$ cat src/rtl/config_loader.sv
// Initiator side of the config_mem write port: collects num_inputs+1 words from a
// valid/ready stream, then runs the write_en/write_rdy/write_ack commit handshake.

module config_word_reg #(
    parameter int width = 16
) (
    input  logic             clk,
    input  logic             reset,
    input  logic             load,
    input  logic [width-1:0] d,
    output logic [width-1:0] q
);
    always_ff @(posedge clk) begin
        if (!reset)    q <= '0;
        else if (load) q <= d;
    end
endmodule

module config_loader #(
    parameter int width       = 16,
    parameter int num_inputs  = 8,
    parameter int ack_timeout = 64
) (
    input  logic                             clk,
    input  logic                             reset,
    input  logic                             start,
    input  logic                             cfg_valid,
    input  logic [width-1:0]                 cfg_data,
    output logic                             cfg_ready,
    output logic                             write_en,
    input  logic                             write_rdy,
    input  logic                             write_ack,
    output logic [num_inputs:0][width-1:0]   w_data_out,
    output logic                             busy,
    output logic                             done,
    output logic                             error
);
    localparam int CW = (num_inputs > 0) ? $clog2(num_inputs + 1) : 1;
    localparam int TW = (ack_timeout > 1) ? $clog2(ack_timeout) : 1;
    localparam logic [CW-1:0] LAST    = CW'(num_inputs);
    localparam logic [TW-1:0] TO_LAST = TW'((ack_timeout > 0) ? ack_timeout - 1 : 0);

    typedef enum logic [1:0] {IDLE, COLLECT, WAIT_RDY, WRITE} state_t;

    state_t          state, nxt;
    logic [CW-1:0]   cnt;
    logic [TW-1:0]   tcnt;
    logic            take, ack_ok, to_hit;
    logic [num_inputs:0] load;

    always_comb begin
        nxt    = state;
        take   = 1'b0;
        ack_ok = 1'b0;
        to_hit = 1'b0;
        case (state)
            IDLE:     if (start) nxt = COLLECT;
            COLLECT: begin
                if (cfg_valid && cfg_ready) begin
                    take = 1'b1;
                    if (cnt == LAST) nxt = WAIT_RDY;
                end
            end
            WAIT_RDY: if (write_rdy) nxt = WRITE;
            WRITE: begin
                // ack takes priority over a timeout landing on the same cycle
                if (write_ack) begin
                    ack_ok = 1'b1;
                    nxt    = IDLE;
                end else if (ack_timeout != 0 && tcnt == TO_LAST) begin
                    to_hit = 1'b1;
                    nxt    = IDLE;
                end
            end
            default:  nxt = IDLE;
        endcase
    end

    always_ff @(posedge clk) begin
        if (!reset) begin
            state     <= IDLE;
            cfg_ready <= 1'b0;
            write_en  <= 1'b0;
            busy      <= 1'b0;
            done      <= 1'b0;
            error     <= 1'b0;
            cnt       <= '0;
            tcnt      <= '0;
        end else begin
            state     <= nxt;
            cfg_ready <= (nxt == COLLECT);
            write_en  <= (nxt == WRITE);
            busy      <= (nxt != IDLE);
            done      <= ack_ok;
            if (state == IDLE && start) begin
                error <= 1'b0;
                cnt   <= '0;
            end else begin
                if (to_hit) error <= 1'b1;
                if (take && cnt != LAST) cnt <= cnt + CW'(1);
            end
            tcnt <= (state == WRITE && nxt == WRITE) ? tcnt + TW'(1) : '0;
        end
    end

    // one register per frame word; words only load in COLLECT, so they are frozen in WRITE
    for (genvar i = 0; i <= num_inputs; i++) begin : g_word
        assign load[i] = take && (cnt == CW'(i));
        config_word_reg #(.width(width)) u_word (
            .clk   (clk),
            .reset (reset),
            .load  (load[i]),
            .d     (cfg_data),
            .q     (w_data_out[i])
        );
    end
endmodule

$ cat config.mk
export PLATFORM = sky130hd
export DESIGN_NAME = config_loader
export DESIGN_NICKNAME = d
export VERILOG_FILES = /design/src/rtl/config_loader.sv
export SDC_FILE = /design/constraint.sdc
export NUM_CORES = 1
export LEC_CHECK = 0
export ABC_AREA = 1
export BUFFER_PORTS_ARGS = -buffer_cell sky130_fd_sc_hd__buf_2
export CAP_MARGIN = 20
export CORE_AREA = 10 10 129 131
export CTS_BUF_LIST = sky130_fd_sc_hd__clkbuf_2
export DETAILED_ROUTE_END_ITERATION = 7
export DIE_AREA = 0 0 139 141
export PLACE_DENSITY = 0.85
export SYNTH_ARGS = -nofsm -noshare
export SYNTH_HDL_FRONTEND = slang
export SYNTH_HIERARCHICAL = 1
export SYNTH_SLANG_ARGS = --single-unit
$ cat constraint.sdc
create_clock -name clk -period 2.1 [get_ports clk]
set_input_delay 0.21 -clock clk [delete_from_list [all_inputs] [get_ports clk]]
set_output_delay 0.21 -clock clk [all_outputs]
set_load 0.005 [all_outputs]
**After elaboration in Yosys (flattened, before gate mapping)**

Index checks and enable logic that the tools add are counted.

- Register bits after elaboration: 161
- Bits of input ports: 22
- Output and inout bits: 149
- Logic and storage cells: 67

- Add/sub/neg operators: 2
- Equal/unequal tests: 15
- Multiplexer cells: 13
- Bitwise logic cells: 1
- Reduce and logical (&&, ||, !) cells: 19

Operator list:

| kind | count |
|---|---|
| == test 4 x 3 -> 1 bit, second input constant | 4 |
| logical AND 1 bit | 13 |
| two-way mux 2 bit | 6 |
| == test 4 x 2 -> 1 bit, second input constant | 2 |
| case mux 2 bit (4 select lines) | 1 |
| adder 6 x 1 -> 6 bit, second input constant | 1 |
| == test 2 bit, second input constant | 3 |
| == test 6 bit, second input constant | 1 |
| two-way mux 1 bit | 6 |
| adder 4 x 1 -> 4 bit, second input constant | 1 |
| == test 2 x 1 -> 1 bit, second input constant | 2 |
| == test 4 x 1 -> 1 bit, second input constant | 1 |
| == test 4 bit, second input constant | 1 |
| zero test 4 bit | 1 |
| inequality test 4 bit, second input constant | 1 |
| AND reduction 2 bit | 2 |
| zero test 2 bit | 1 |
| nonzero test 2 bit | 1 |
| OR reduction 2 bit | 1 |
| NOT 1 bit | 1 |

**Depth between registers and ports, before layout**

- Depth after elaboration: 7
- Mapped depth: 10
- Mapped depth without buffers: 9

**Cells and area by module**

Netlist, hierarchy kept.

Modules (own cells, without submodules):

| module | instances | cells an instance | area an instance (µm²) | seq. area each (µm²) |
|---|---|---|---|---|
| config_word_reg | 9 | 101 | 674.4 | 320.3 |
| config_loader | 1 | 113 | 888.4 | 340.3 |

**Least setup slack after synthesis**

Ideal clock, no wire load.

- Path type: reg-to-reg
- Start point: reg cnt[0]
- End point: reg g_word[0].u_word.q[14]
- Library setup time: 0.114 ns
- Data arrival time: 1.492 ns
- Data required time: 1.986 ns
- Setup slack: 0.494 ns
- Cell stages (with the launch flop): 9
- Buffers on the path: 1
- Clock period less this slack: 1.606 ns
- Cells stage by stage: dfxtp_1 -> inv_1 -> ha_1 -> inv_1 -> nor3_1 -> buf_6 -> nand2_1 -> nand2_1 -> nor2_2

- Longest elaborated chain between the ends: 2

Ends and longest elaborated chain:

| item | line | RTL |
|---|---|---|
| from (decl) | 46 | `logic [CW-1:0] cnt;` |
| from (signal assigned) | 100 | `if (take && cnt != LAST) cnt <= cnt + CW'(1);` |
| zero test 4 bit | 108 | `assign load[i] = take && (cnt == CW'(i));` |
| logical AND 1 bit | 108 |  |
| via load[0] | 49 | `logic [num_inputs:0] load;` |
| to (signal assigned) | 14 | `if (!reset) q <= '0;` |
| to (signal assigned) | 15 | `else if (load) q <= d;` |
| to (decl) | 11 | `output logic [width-1:0] q` |

The timed path passes the listed nets, and every way through them passes these cells.
A chain may end at the register's enable or synchronous reset.

**Final worst setup path**

- Start point: reg cnt[1]
- End point: reg busy

- Longest elaborated chain between the ends: 5

Ends and longest elaborated chain:

| item | line | RTL |
|---|---|---|
| == test 4 bit | 61 | `if (cnt == LAST) nxt = WAIT_RDY;` |
| two-way mux 2 bit | 61 |  |
| two-way mux 2 bit | 59 | `if (cfg_valid && cfg_ready) begin` |
| case mux 2 bit (4 select lines) | 56 | `case (state)` |
| nonzero test 2 bit | 93 | `busy <= (nxt != IDLE);` |
| to (signal assigned) | 93 |  |
| to (decl) | 34 | `output logic busy,` |

No other way between the ends.

==> results.toml <==
[logic_synthesis]
ys.flop_type = "dfxtp_1"
synth_top_cell_by_area = "dfxtp_1"
syn_nets = 1049
yosysSeqAreaShare_pct = 46.32
post-synth-top-count-cell = "nand2_1"
synth_cells = 1022
synth_enable_flop_cells = 0
async_flop_share_pct = 0
yosysWarnings = 6
synthTopCellsByCount = "nand2_1, nor2_1, dfxtp_1"
synth_seq_cells = 161
synth.area.top_cells = "dfxtp_1, nand2_1, nor2_1"
syn_area_um2 = 6958
synth.avg_cell_area_um2 = 6.808
ys_types = 26
synth_top_area_share_pct = 46.32

[timing]
setup_viol = 0
tightestPinTransition_ns = 0.5086
fmax_mhz = 508.8
period_needed_ns = 1.965
min_period_over_period_pct = 93.58
fin_ws_ns = 0.1348
slew_headroom_pct = 66.09
finClkSkew_ns = 0.03719
finalHoldViolCount = 0
fin_tns_setup_ns = 0
slew_viol_final = 0

[detailed_routing]
ant_nets = 0
first_pass_iters = 6
initialDrtViolationCount = 481
num_vias = 6258
finalWirelength_um = 19770
via_per_inst = 4.476
drc = 0
wl_per_cell_um = 14.14

[placement]
dp_slack_ns = 0.4250
dp_hpwl_um = 13090
dp_cells = 1343
port_buffers = 170
place_congestion = 0.7962

[power_and_ir_drop]
total_power_w = 0.005321
worst_ir_drop_vdd_v = 0.0003750
clock_power_share_pct = 34.8
p_int_w = 0.004001
combPwrFrac_pct = 7.2
p_leak_nw = 4.438
pwr_density_cell_nw_per_um2 = 642.9
p_sw_w = 0.001321
switching_share_pct = 24.82
pwr-share-seq_pct = 58.0

[floorplanning]
die-height_um = 141
placementRows = 44
initial_core_util_pct = 48.99
fp.dieW_um = 139
die_area_um2 = 19600
io_pins = 171
core_region_area_um2 = 14200

[outcome]
status = "finished clean"

[worst_setup_path]
critPathArrivalTime_ns = 2.66
critPathLaunch = "cnt[1]$_SDFFE_PP0P_"
required_ns = 2.79
cp_max_fo = 4
critPathLaunchType = "register"
r2r-start = "cnt[1]$_SDFFE_PP0P_"
critical_path_class = "register to register"
crit_path_end_kind = "register"

[finish]
antenna_cells = 0
fin_util_pct = 58.27
nets = 1228
syn_to_final_growth_pct = 18.95
layout-drive-gt1-share_pct = 21.99
fin_cells = 1398
filler_cell_count = 1353

[cts]
clockRootBuffer = "clkbuf_2"
cts_sinks = 161
cts_buffer_depth = 2
cts_buffers = 17
clock_latency_ns = 0.76
cts_tree = "yes"
h-tree-depth = 4
path_clk_slew_ns = 0.24

[global_route]
overflow = 0
grt_max_degree = 97
antenna_found_initial = 0
track_usage_pct = 19.70
grt_pass1_vias = 5795
grt_first_pass_wirelength_um = 30790

[min_path]
hold_path.class = "primary input to register"
hold_start = "write_ack"

[run]
drv_cap = 0
[critical path, stage by stage (launching register included)]
cell           delay (ns)
dfxtp_1              0.39
inv_1                0.10
ha_1                 0.18
nand2_2              0.08
nor2_4               0.17
nand2_1              0.08
nand2_1              0.07
nand3_2              0.08
nand3_2              0.07
dlygate4sd3_1        0.60
nand2_1              0.06
[registers in the layout, summed over array words and instances, names as in the netlist]
signal / cells
done: 1
state: 2
busy: 1
cfg_ready: 1
error: 1
write_en: 1
tcnt: 6
g_word.u_word/q: 144
cnt: 4
[through the flow]
stage               hold WS (ns)  instance area, µm²
global route              0.3158                8277
global placement          0.4300                7777
CTS                       0.2988                8275
finish                    0.3759                8277
floorplan                 0.3219                6958
detailed placement        0.4521                7777
[cell families after synthesis]
| family | share of synthesized area, % |
|---|---|
| fa+ha+maj | 0.8991 |
| simple gates | 36.99 |
| flops | 46.32 |
| xor+xnor | 0.2518 |
| buf+inv | 14.71 |
| compound gates | 0.8271 |
[path summary, 6_finish.rpt]
check | depth (start not counted) | endpoint | slack [ns]
worst max-delay path | 10 | busy$_SDFF_PN0_ | 0.13
worst max register to register | 10 | busy$_SDFF_PN0_ | 0.13
worst min-delay path | 5 | tcnt[1]$_SDFF_PN0_ | 0.38
worst min register to register | 1 | tcnt[0]$_SDFF_PN0_ | 0.47
[metal layers]
metal	wire, µm	vias to the layer above	track usage, %
met5	0	-	0
met4	538	0	8.018
met3	1294	33	5.778
met2	9628	174	32.78
met1	8305	2778	23.34
li1	-	3273	-
[power groups by stage]
stage               logic [W]  clock network (W)  registers [W]
floorplan            0.000208                  0        0.00315
global placement     0.000338                  0        0.00315
detailed placement   0.000345                  0        0.00315
CTS                  0.000380            0.00190        0.00309
global route         0.000428            0.00203        0.00309
finish               0.000383            0.00185        0.00309
[cells in the final DEF (no fill, tap or decap), drive strengths merged, types with 5 or more instances in the layout]
master       instances
dfxtp              161
inv                161
nand2              316
ha                   5
clkbuf              21
nor3                 9
nand3                7
dlygate4sd3         23
buf                182
nor2               306
[area by class of cell]
type	count	area [µm²]	area share, %
clock buffers	21	105.1	1.270
clock inverters	11	162.7	1.965
inverters	161	606.8	7.332
multi-input cells	655	2749	33.21
flip-flops and latches	161	3224	38.96
well taps	184	230.2	2.782
repair buffers	205	1199	14.48
[timing repair]
item	in CTS	in global routing
buffers inserted	0	0
hold buffers	23	0
setup endpoints to repair	0	2
gates resized for setup	0	1
endpoints found under the hold margin	161	0
No activity file was read; power rests on OpenSTA's default activity.
